$ cat src/rtl/cfo_ctrl_pkg.sv
// Shared definitions for the CFO estimator controller: default sizing,
// 3-bit state encoding and a width helper used for port and counter sizing.
package cfo_ctrl_pkg;

    localparam int WIN_LEN_DEF = 16;
    localparam int NUM_SEG_DEF = 4;
    localparam int CLR_CYC_DEF = 2;
    localparam int TMO_CYC_DEF = 64;

    localparam logic [2:0] ST_IDLE = 3'd0;
    localparam logic [2:0] ST_CLR  = 3'd1;
    localparam logic [2:0] ST_ACC  = 3'd2;
    localparam logic [2:0] ST_SEG  = 3'd3;
    localparam logic [2:0] ST_ATAN = 3'd4;
    localparam logic [2:0] ST_HOLD = 3'd5;
    localparam logic [2:0] ST_DONE = 3'd6;

    typedef enum logic [2:0] {
        S_IDLE = ST_IDLE,
        S_CLR  = ST_CLR,
        S_ACC  = ST_ACC,
        S_SEG  = ST_SEG,
        S_ATAN = ST_ATAN,
        S_HOLD = ST_HOLD,
        S_DONE = ST_DONE
    } state_t;

    // Ceiling log2, never below 1 so a single-entry index still has one bit.
    function automatic int clog2(input int value);
        int width;
        width = 1;
        for (int i = 1; i < 31; i++) begin
            if ((32'sd1 <<< i) < value) begin
                width = i + 1;
            end
        end
        return width;
    endfunction

endpackage

$ cat src/rtl/cfo_win_counter.sv
// Window sample counter and segment index for the CFO estimator.
// Counts accepted samples within a window, flags the wrap on the last sample
// and advances the segment index on request. Clear has priority.
module cfo_win_counter
    import cfo_ctrl_pkg::*;
#(
    parameter int WIN_LEN = WIN_LEN_DEF,
    parameter int NUM_SEG = NUM_SEG_DEF
)(
    input  logic                        clk,
    input  logic                        reset_n,
    input  logic                        clr,
    input  logic                        inc,
    input  logic                        seg_inc,
    output logic [clog2(NUM_SEG)-1:0]   seg,
    output logic                        wrap,
    output logic                        last_seg
);

    localparam int CNT_W = clog2(WIN_LEN);
    localparam int SEG_W = clog2(NUM_SEG);

    logic [CNT_W-1:0] cnt_r;
    logic [SEG_W-1:0] seg_r;

    assign wrap     = inc && (cnt_r == CNT_W'(WIN_LEN - 1));
    assign last_seg = (seg_r == SEG_W'(NUM_SEG - 1));
    assign seg      = seg_r;

    // Sample count within the current window; wraps to zero on the last sample.
    always_ff @(posedge clk or negedge reset_n) begin
        if (!reset_n) begin
            cnt_r <= {CNT_W{1'b0}};
        end else if (clr) begin
            cnt_r <= {CNT_W{1'b0}};
        end else if (inc) begin
            if (wrap) begin
                cnt_r <= {CNT_W{1'b0}};
            end else begin
                cnt_r <= cnt_r + CNT_W'(1);
            end
        end else begin
            cnt_r <= cnt_r;
        end
    end

    // Segment index selecting the accumulator bank entry.
    always_ff @(posedge clk or negedge reset_n) begin
        if (!reset_n) begin
            seg_r <= {SEG_W{1'b0}};
        end else if (clr) begin
            seg_r <= {SEG_W{1'b0}};
        end else if (seg_inc) begin
            seg_r <= seg_r + SEG_W'(1);
        end else begin
            seg_r <= seg_r;
        end
    end

endmodule

$ cat src/rtl/cfo_est_ctrl_seg.sv
// CFO estimator control FSM: clears the datapath, accumulates WIN_LEN valid
// samples in each of NUM_SEG segments, launches the atan unit with a timeout,
// and holds the result under a ready/valid handshake. Outputs are decoded
// from the state register so an asynchronous reset drops them at once.
module cfo_est_ctrl_seg
    import cfo_ctrl_pkg::*;
#(
    parameter int WIN_LEN = WIN_LEN_DEF,
    parameter int NUM_SEG = NUM_SEG_DEF,
    parameter int CLR_CYC = CLR_CYC_DEF,
    parameter int TMO_CYC = TMO_CYC_DEF
)(
    input  logic                        clk,
    input  logic                        reset_n,
    input  logic                        go,
    input  logic                        abort,
    input  logic                        s_valid,
    input  logic                        atan_done,
    input  logic                        res_ready,
    output logic                        mode,
    output logic                        cen,
    output logic                        cnt_rst,
    output logic                        reg_rst,
    output logic                        reg_ld,
    output logic [clog2(NUM_SEG)-1:0]   seg_sel,
    output logic                        atan_start,
    output logic                        t_valid,
    output logic                        done,
    output logic                        busy,
    output logic                        err
);

    localparam int CYC_MAX = (TMO_CYC > CLR_CYC) ? TMO_CYC : CLR_CYC;
    localparam int CYC_W   = clog2(CYC_MAX + 1);

    state_t             state_r;
    state_t             state_nxt_s;
    logic [CYC_W-1:0]   cyc_cnt_r;
    logic               err_r;
    logic               abort_take_s;
    logic               clr_last_s;
    logic               tmo_last_s;
    logic               win_clr_s;
    logic               win_inc_s;
    logic               seg_inc_s;
    logic               wrap_s;
    logic               last_seg_s;

    // Abort only cancels work that has not yet produced a result.
    assign abort_take_s = abort && ((state_r == S_CLR) || (state_r == S_ACC) ||
                                    (state_r == S_SEG) || (state_r == S_ATAN));
    assign clr_last_s   = (cyc_cnt_r == CYC_W'(CLR_CYC - 1));
    assign tmo_last_s   = (cyc_cnt_r == CYC_W'(TMO_CYC - 1));

    // The window bank returns to segment 0 on clear, on abort and on the way into DONE.
    assign win_clr_s = (state_r == S_CLR) || abort_take_s || (state_nxt_s == S_DONE);
    assign win_inc_s = (state_r == S_ACC) && s_valid && !abort;
    assign seg_inc_s = (state_r == S_SEG);

    cfo_win_counter #(
        .WIN_LEN (WIN_LEN),
        .NUM_SEG (NUM_SEG)
    ) u_win_counter (
        .clk      (clk),
        .reset_n  (reset_n),
        .clr      (win_clr_s),
        .inc      (win_inc_s),
        .seg_inc  (seg_inc_s),
        .seg      (seg_sel),
        .wrap     (wrap_s),
        .last_seg (last_seg_s)
    );

    // State register.
    always_ff @(posedge clk or negedge reset_n) begin
        if (!reset_n) begin
            state_r <= S_IDLE;
        end else begin
            state_r <= state_nxt_s;
        end
    end

    // Cycles spent in the current state; only CLR and ATAN are timed.
    always_ff @(posedge clk or negedge reset_n) begin
        if (!reset_n) begin
            cyc_cnt_r <= {CYC_W{1'b0}};
        end else if (state_nxt_s != state_r) begin
            cyc_cnt_r <= {CYC_W{1'b0}};
        end else if ((state_r == S_CLR) || (state_r == S_ATAN)) begin
            cyc_cnt_r <= cyc_cnt_r + CYC_W'(1);
        end else begin
            cyc_cnt_r <= {CYC_W{1'b0}};
        end
    end

    // Sticky atan-timeout flag, cleared when a new estimate is accepted.
    always_ff @(posedge clk or negedge reset_n) begin
        if (!reset_n) begin
            err_r <= 1'b0;
        end else if ((state_r == S_IDLE) && go) begin
            err_r <= 1'b0;
        end else if ((state_r == S_ATAN) && (state_nxt_s == S_DONE)) begin
            err_r <= 1'b1;
        end else begin
            err_r <= err_r;
        end
    end

    // Next-state selection; abort takes priority over progress in cancellable states.
    always_comb begin
        state_nxt_s = state_r;
        case (state_r)
            S_IDLE: begin
                if (go) begin
                    state_nxt_s = S_CLR;
                end else begin
                    state_nxt_s = S_IDLE;
                end
            end
            S_CLR: begin
                if (abort) begin
                    state_nxt_s = S_IDLE;
                end else if (clr_last_s) begin
                    state_nxt_s = S_ACC;
                end else begin
                    state_nxt_s = S_CLR;
                end
            end
            S_ACC: begin
                if (abort) begin
                    state_nxt_s = S_IDLE;
                end else if (wrap_s && last_seg_s) begin
                    state_nxt_s = S_ATAN;
                end else if (wrap_s) begin
                    state_nxt_s = S_SEG;
                end else begin
                    state_nxt_s = S_ACC;
                end
            end
            S_SEG: begin
                if (abort) begin
                    state_nxt_s = S_IDLE;
                end else begin
                    state_nxt_s = S_ACC;
                end
            end
            S_ATAN: begin
                if (abort) begin
                    state_nxt_s = S_IDLE;
                end else if (atan_done) begin
                    state_nxt_s = S_HOLD;
                end else if (tmo_last_s) begin
                    state_nxt_s = S_DONE;
                end else begin
                    state_nxt_s = S_ATAN;
                end
            end
            S_HOLD: begin
                if (res_ready) begin
                    state_nxt_s = S_DONE;
                end else begin
                    state_nxt_s = S_HOLD;
                end
            end
            S_DONE: begin
                state_nxt_s = S_IDLE;
            end
            default: begin
                state_nxt_s = S_IDLE;
            end
        endcase
    end

    // Output decode; abort turns the current cycle into a datapath clear.
    always_comb begin
        mode       = 1'b0;
        cen        = 1'b0;
        cnt_rst    = 1'b0;
        reg_rst    = 1'b0;
        reg_ld     = 1'b0;
        atan_start = 1'b0;
        t_valid    = 1'b0;
        done       = 1'b0;
        case (state_r)
            S_IDLE: begin
                mode = 1'b0;
            end
            S_CLR: begin
                mode    = 1'b1;
                cnt_rst = 1'b1;
                reg_rst = 1'b1;
            end
            S_ACC: begin
                mode   = 1'b1;
                cen    = s_valid && !abort;
                reg_ld = s_valid && !abort;
            end
            S_SEG: begin
                mode    = 1'b1;
                cnt_rst = 1'b1;
            end
            S_ATAN: begin
                atan_start = (cyc_cnt_r == {CYC_W{1'b0}}) && !abort;
            end
            S_HOLD: begin
                t_valid = 1'b1;
            end
            S_DONE: begin
                done = 1'b1;
            end
            default: begin
                mode = 1'b0;
            end
        endcase
        cnt_rst = cnt_rst || abort_take_s;
        reg_rst = reg_rst || abort_take_s;
    end

    assign busy = (state_r != S_IDLE);
    assign err  = err_r;

endmodule
$ cat config.mk
export PLATFORM = sky130hd
export DESIGN_NAME = cfo_est_ctrl_seg
export DESIGN_NICKNAME = d
export VERILOG_FILES = /design/src/rtl/cfo_ctrl_pkg.sv /design/src/rtl/cfo_win_counter.sv /design/src/rtl/cfo_est_ctrl_seg.sv
export SDC_FILE = /design/constraint.sdc
export NUM_CORES = 1
export LEC_CHECK = 0
export BUFFER_PORTS_ARGS = -buffer_cell sky130_fd_sc_hd__buf_2
export CAP_MARGIN = 20
export CORE_MARGIN = 2
export CORE_UTILIZATION = 30
export CTS_CLUSTER_DIAMETER = 60
export DETAILED_ROUTE_END_ITERATION = 7
export SETUP_SLACK_MARGIN = 0.02
export SYNTH_ARGS = -nofsm -noshare
export SYNTH_HDL_FRONTEND = slang
export SYNTH_HIERARCHICAL = 1
export SYNTH_SLANG_ARGS = --single-unit
$ cat constraint.sdc
create_clock -name clk -period 2.1 [get_ports clk]
set_input_delay 0.42 -clock clk [delete_from_list [all_inputs] [get_ports clk]]
set_output_delay 0.42 -clock clk [all_outputs]
set_load 0.01 [all_outputs]
==> impl_metrics.json, run 1 <==
{
  "outcome": "finished, final reports clean",
  "maxCapViolCount": 0,
  "dr.pass1.iters": 4,
  "yosysUniqueCellTypes": 41,
  "first_iter_violations": 63,
  "p_per_area_nw_per_um2": 723,
  "synth_top_area_share_pct": 38.1,
  "crit_path_max_incr_delay_ps": 400,
  "num_rows": 22,
  "critPathRequiredTime_ps": 1680,
  "slowest_stage": "dfrtp_1",
  "ys_async_sr_fraction_pct": 100,
  "crit_path_max_fanout": 11,
  "yosys-top-cells-area": "dfrtp_1 (38%), ha_1 (5.6%), nor2_1 (3.7%)",
  "synth.net_count": 124,
  "ys_warn_count": 6,
  "dieWidth_um": 65.0,
  "vias": 899,
  "tightest_slew_ps": 420,
  "antenna_found_initial": 0,
  "start_util_pct": 31.0,
  "hpwl_um": 1800,
  "cp-start-kind": "flip-flop",
  "grt_max_degree": 18,
  "syn_inst": 112,
  "cts_resized": 0,
  "hold_path.class": "in -> async",
  "grt_pass1_wl_um": 3820,
  "cts_setup_buffers": 0,
  "ios": 19,
  "synth-edff-count": 0,
  "grt_pass1_vias": 875,
  "cts_hold_buf": 0,
  "leakage_uw": 0.000592,
  "grt_overflow": 0,
  "ys.flop_type": "dfrtp_1",
  "drive_gt1_share_pct": 28.4,
  "dp.cells": 178,
  "clk_latency_ps": 250,
  "fin_skew_ps": 1.31,
  "ir_drop_uv": 194,
  "ctsHtreeMaxLevel": 1,
  "cts.clk_slew.worst_paths_ps": 70,
  "netlist_area_um2": 1120,
  "routed_via_density": 4.94,
  "numCtsBuffers": 3,
  "n_antenna_cell": 0,
  "clock-sinks": 17,
  "instances_no_fill": 182,
  "remaining_drc_errors": 0,
  "hold_viol": 0,
  "slew_viol_final": 0,
  "floorplan.die_area_um2": 4220,
  "nFillCells": 364,
  "rsz0062_at_grt": "no",
  "antenna_left": 0,
  "holdWs_ps": 85.7,
  "synth_top_area_cell": "dfrtp_1",
  "syn_area_per_cell_um2": 9.96,
  "path_class": "reg -> out",
  "crit_arrival_ps": 1520,
  "cts_tree": "built",
  "wirelength_um": 2290,
  "fmax_ghz": 0.516,
  "gp_routability_congestion": 0.851,
  "setup_violations": 0,
  "die_h_um": 65.0,
  "timing.final.crit_share_pct": 92.3,
  "fin_crit_ps": 1940,
  "tns_ps": 0,
  "slew_headroom_pct": 72.0,
  "path_cells": "buf_4 -> nor4b_4 -> and4_1 -> buf_2",
  "critPathTopFamily": "simple AND/OR/NAND/NOR gates",
  "post-route-util_pct": 36.6,
  "design.core.area_um2": 3610,
  "syn_to_final_growth_pct": 18.4,
  "final_net_count": 147,
  "cts_root_buf": "clkbuf_8",
  "synth-seq-cells": 17,
  "grt_use_total_pct": 11.7,
  "seq_area_frac_synth_pct": 38.1,
  "wl_per_cell_um": 12.6,
  "portBuffers": 18,
  "end_kind": "primary output",
  "path_buf_inv": 2,
  "clockBufferDepth": 2
}
cells in the final DEF (no fill, tap or decap), drive strengths merged, types with 2 or more instances in the layout:
master	count
buf	23
dfrtp	17
nor2	12
nand2	9
inv	6
ha	5
o21ai	5
a21oi	5
nor3	5
xnor2	4
and4	4
nor2b	3
nand3	3
xor2	3
mux2i	3
clkbuf	3
nor3b	3
or3	2
nand3b	2
a211o	2
o31ai	2
flip-flops by register name (all words and copies together), names as in the netlist:
register / flops
u_win_counter/cnt_r: 4
state_r: 3
u_win_counter/seg: 2
cyc_cnt_r: 7
err: 1
layout make-up:
type / instances / area [µm²] / area share, %
tap: 48 / 60.1 / 4.55
sequential: 17 / 425 / 32.2
multi-input combinational: 84 / 639 / 48.4
inverter: 6 / 22.5 / 1.70
timing repair buffer: 23 / 128 / 9.66
clock buffer: 3 / 41.3 / 3.12
clock inverter: 1 / 5.00 / 0.379
per-stage QoR:
stage | power [µW] | setup WS [ps] | cell area (µm²)
5_1_grt | 1030 | 86.8 | 1320
3_5_place_dp | 724 | 153 | 1270
6_report | 956 | 162 | 1320
4_1_cts | 973 | 145 | 1320
2_1_floorplan | 612 | 143 | 1120
3_3_place_gp | 717 | 254 | 1270
power by group:
part	switching, µW	leakage (µW)	total (µW)	internal (µW)
Sequential	46.6	0.000235	397	350
Combinational	180	0.000332	318	138
Clock	110	0.0000255	241	131
per-layer routing:
layer	GRT usage, %	share of wire (%)	up-vias
met5	0	0	-
met3	1.91	4.8	2
met2	19.6	49	22
met1	14.4	45	436
li1	-	-	439
met4	6.38	1.2	0
cell usage after synthesis (3+ instances only):
master / instances
dfrtp_1: 17
nor2_1: 11
nand2_1: 8
inv_1: 6
ha_1: 5
a21oi_1: 4
o21ai_0: 4
xnor2_1: 4
and4_1: 3
mux2i_1: 3
nand3_1: 3
nor2b_1: 3
nor3_2: 3
xor2_1: 3
path summary, 6_finish.rpt:
check | to | slack, ps | cells past startpoint | start
max in group asynchronous | state_r[2] | 1740 | 1 | reset_n
worst max-delay path | atan_start | 160 | 4 | state_r[1]
min in group clk | state_r[1] | 430 | 2 | res_ready
worst max register to register | state_r[1] | 250 | 8 | state_r[0]
worst min register to register | err | 500 | 2 | err
worst min-delay path | cyc_cnt_r[4] | 90 | 1 | reset_n
kinds of logic after synthesis:
| family | after synthesis | share of synthesized area (%) |
|---|---|---|
| and+or+nand+nor | 50 | 29.7 |
| muxes | 3 | 2.69 |
| xor gates and xnor gates | 7 | 5.49 |
| AOI/OAI and AO/OA | 19 | 13.8 |
| DFF | 17 | 38.1 |
| buffers and inverters | 11 | 4.60 |
| adders and majority gates | 5 | 5.61 |
Note: power is estimated with default switching activity, not from simulation.
==> run 2: changes to the inputs <==
Settings changed: GPL_TIMING_DRIVEN set to 0.
==> run 2 against run 1 <==
Design area grew 1.5%. Combinational power rose by 7.5%. Non-clock buffer count increased by 1. Clock skew rose by 4.5 ps. Via count up 1.1%. Critical path type is now reg -> reg.
==> impl_metrics.json, run 2 (same netlist as run 1, synthesis figures left out) <==
{
  "outcome": "finished, final reports clean",
  "fin_crit_ps": 2020,
  "rsz0062_at_grt": "yes",
  "mostFrequentLayoutCells": "buf_2 (18), dfrtp_1 (15), nor2_1 (10), nand2_1 (8), inv_1 (6)",
  "timing.final.crit_share_pct": 96.4,
  "grt_pass1_vias": 863,
  "instances_no_fill": 183,
  "dr.pass1.iters": 4,
  "first_iter_violations": 34,
  "placed_cell_area_um2": 1260,
  "critical_path.reg2reg.endpoint": "state_r[1]",
  "rr_startpoint": "state_r[2]",
  "clk_latency_ps": 250,
  "remaining_drc_errors": 0,
  "routed_via_density": 4.97,
  "die_h_um": 65.0,
  "crit_path_max_fanout": 10,
  "floorplan.die_area_um2": 4220,
  "final_common_cell": "buf_2",
  "path_class": "reg -> reg",
  "cts_hold_buf": 0,
  "slew_headroom_pct": 72.8,
  "crit_arrival_ps": 2140,
  "clock-sinks": 17,
  "grt_pass1_wl_um": 3990,
  "finalInstanceArea_um2": 1340,
  "cts_tree": "built",
  "wirelength_um": 2330,
  "endpoint": "state_r[1]",
  "final_net_count": 148,
  "num_rows": 22,
  "grt_max_degree": 18,
  "tightest_slew_ps": 407,
  "syn_to_final_growth_pct": 20.2,
  "gp_routability_congestion": 0.858,
  "design.core.area_um2": 3610,
  "antenna_found_initial": 0,
  "largest_register_ffs": 7,
  "drive_gt1_share_pct": 31.9,
  "dp.cells": 177,
  "portBuffers": 17,
  "critPathRequiredTime_ps": 2220,
  "leakage_uw": 0.000592,
  "hpwl_um": 1760,
  "grt_overflow": 0,
  "wl_per_cell_um": 12.7,
  "grt_use_total_pct": 12.1,
  "maxCapViolCount": 0,
  "top_regs": "cyc_cnt_r (7), u_win_counter/cnt_r (4), state_r (3)",
  "numCtsBuffers": 3,
  "cts_root_buf": "clkbuf_8",
  "slew_viol_final": 0,
  "cp-start-kind": "flip-flop",
  "ctsHtreeMaxLevel": 1,
  "hold_path.class": "in -> async",
  "start_util_pct": 31.0,
  "fmax_ghz": 0.494,
  "antenna_left": 0,
  "setup_violations": 0,
  "cts.clk_slew.worst_paths_ps": 70,
  "fin_skew_ps": 5.81,
  "vias": 909,
  "clockBufferDepth": 2,
  "startpoint": "state_r[2]",
  "r2r_slack_ps": 80,
  "tns_ps": 0,
  "top_register": "cyc_cnt_r",
  "ff2ff_path_depth": 9,
  "end_kind": "flip-flop",
  "ir_drop_uv": 233,
  "dieWidth_um": 65.0,
  "ios": 19,
  "p_per_area_nw_per_um2": 724,
  "n_antenna_cell": 0,
  "hold_viol": 0
}
-- run 2: how the worst min path moves through the flow --
stage / from / end / slack (ps)
after CTS: reset_n / cyc_cnt_r[2] / 100
after global routing: reset_n / cyc_cnt_r[6] / 110
final: reset_n / cyc_cnt_r[2] / 80
after floorplan: reset_n / cyc_cnt_r[0] / 120
after detailed placement: reset_n / cyc_cnt_r[2] / 370
after global placement: reset_n / cyc_cnt_r[0] / 360
-- run 2: where the power goes --
part           internal, µW  switching [µW]  total [µW]
Sequential              351            33.0         384
Combinational           135             206         342
Clock                   134             111         245
Total                   621             350         971
-- run 2: critical path, stage by stage (launching register included) --
cell and delay, ps:
dfrtp_2 410, buf_4 160, and2b_2 250, and4_4 240, nand2_2 70, nor2_2 130, nand3b_1 120, a32oi_1 170
nor3_1 60, a211o_1 290
-- run 2: repair_timing --
| item | CTS | global route |
|---|---|---|
| pin swaps | 1 | 0 |
| setup endpoints to repair | 2 | 4 |
| buffers inserted | 1 | 1 |
| resized for setup | 6 | 3 |
-- run 2: layout make-up --
class | count | area (µm²)
Buffer | 5 | 35.0
Timing Repair Buffer | 19 | 100
Clock buffer | 4 | 45.0
Tap cell | 48 | 60.1
Sequential cell | 17 | 428
Inverter | 6 | 22.5
Fill cell | 356 | 2260
Multi-Input combinational cell | 84 | 651
-- run 2: per-stage QoR --
step	hold slack (ps)	total power, µW	util, %	setup WS (ps)
after CTS	100	967	36.7	42.5
after global routing	105	1030	37.2	-31.6
after floorplan	124	612	-	143
after detailed placement	370	721	35.0	-154
after global placement	362	707	35.0	-106
final	78.9	971	37.2	76.3
-- run 2: per-layer routing --
metal	wire [µm]	global-route usage [%]
met1	1090	15.5
met2	1090	20.1
met3	104	1.56
met4	49	5.85
met5	0	0
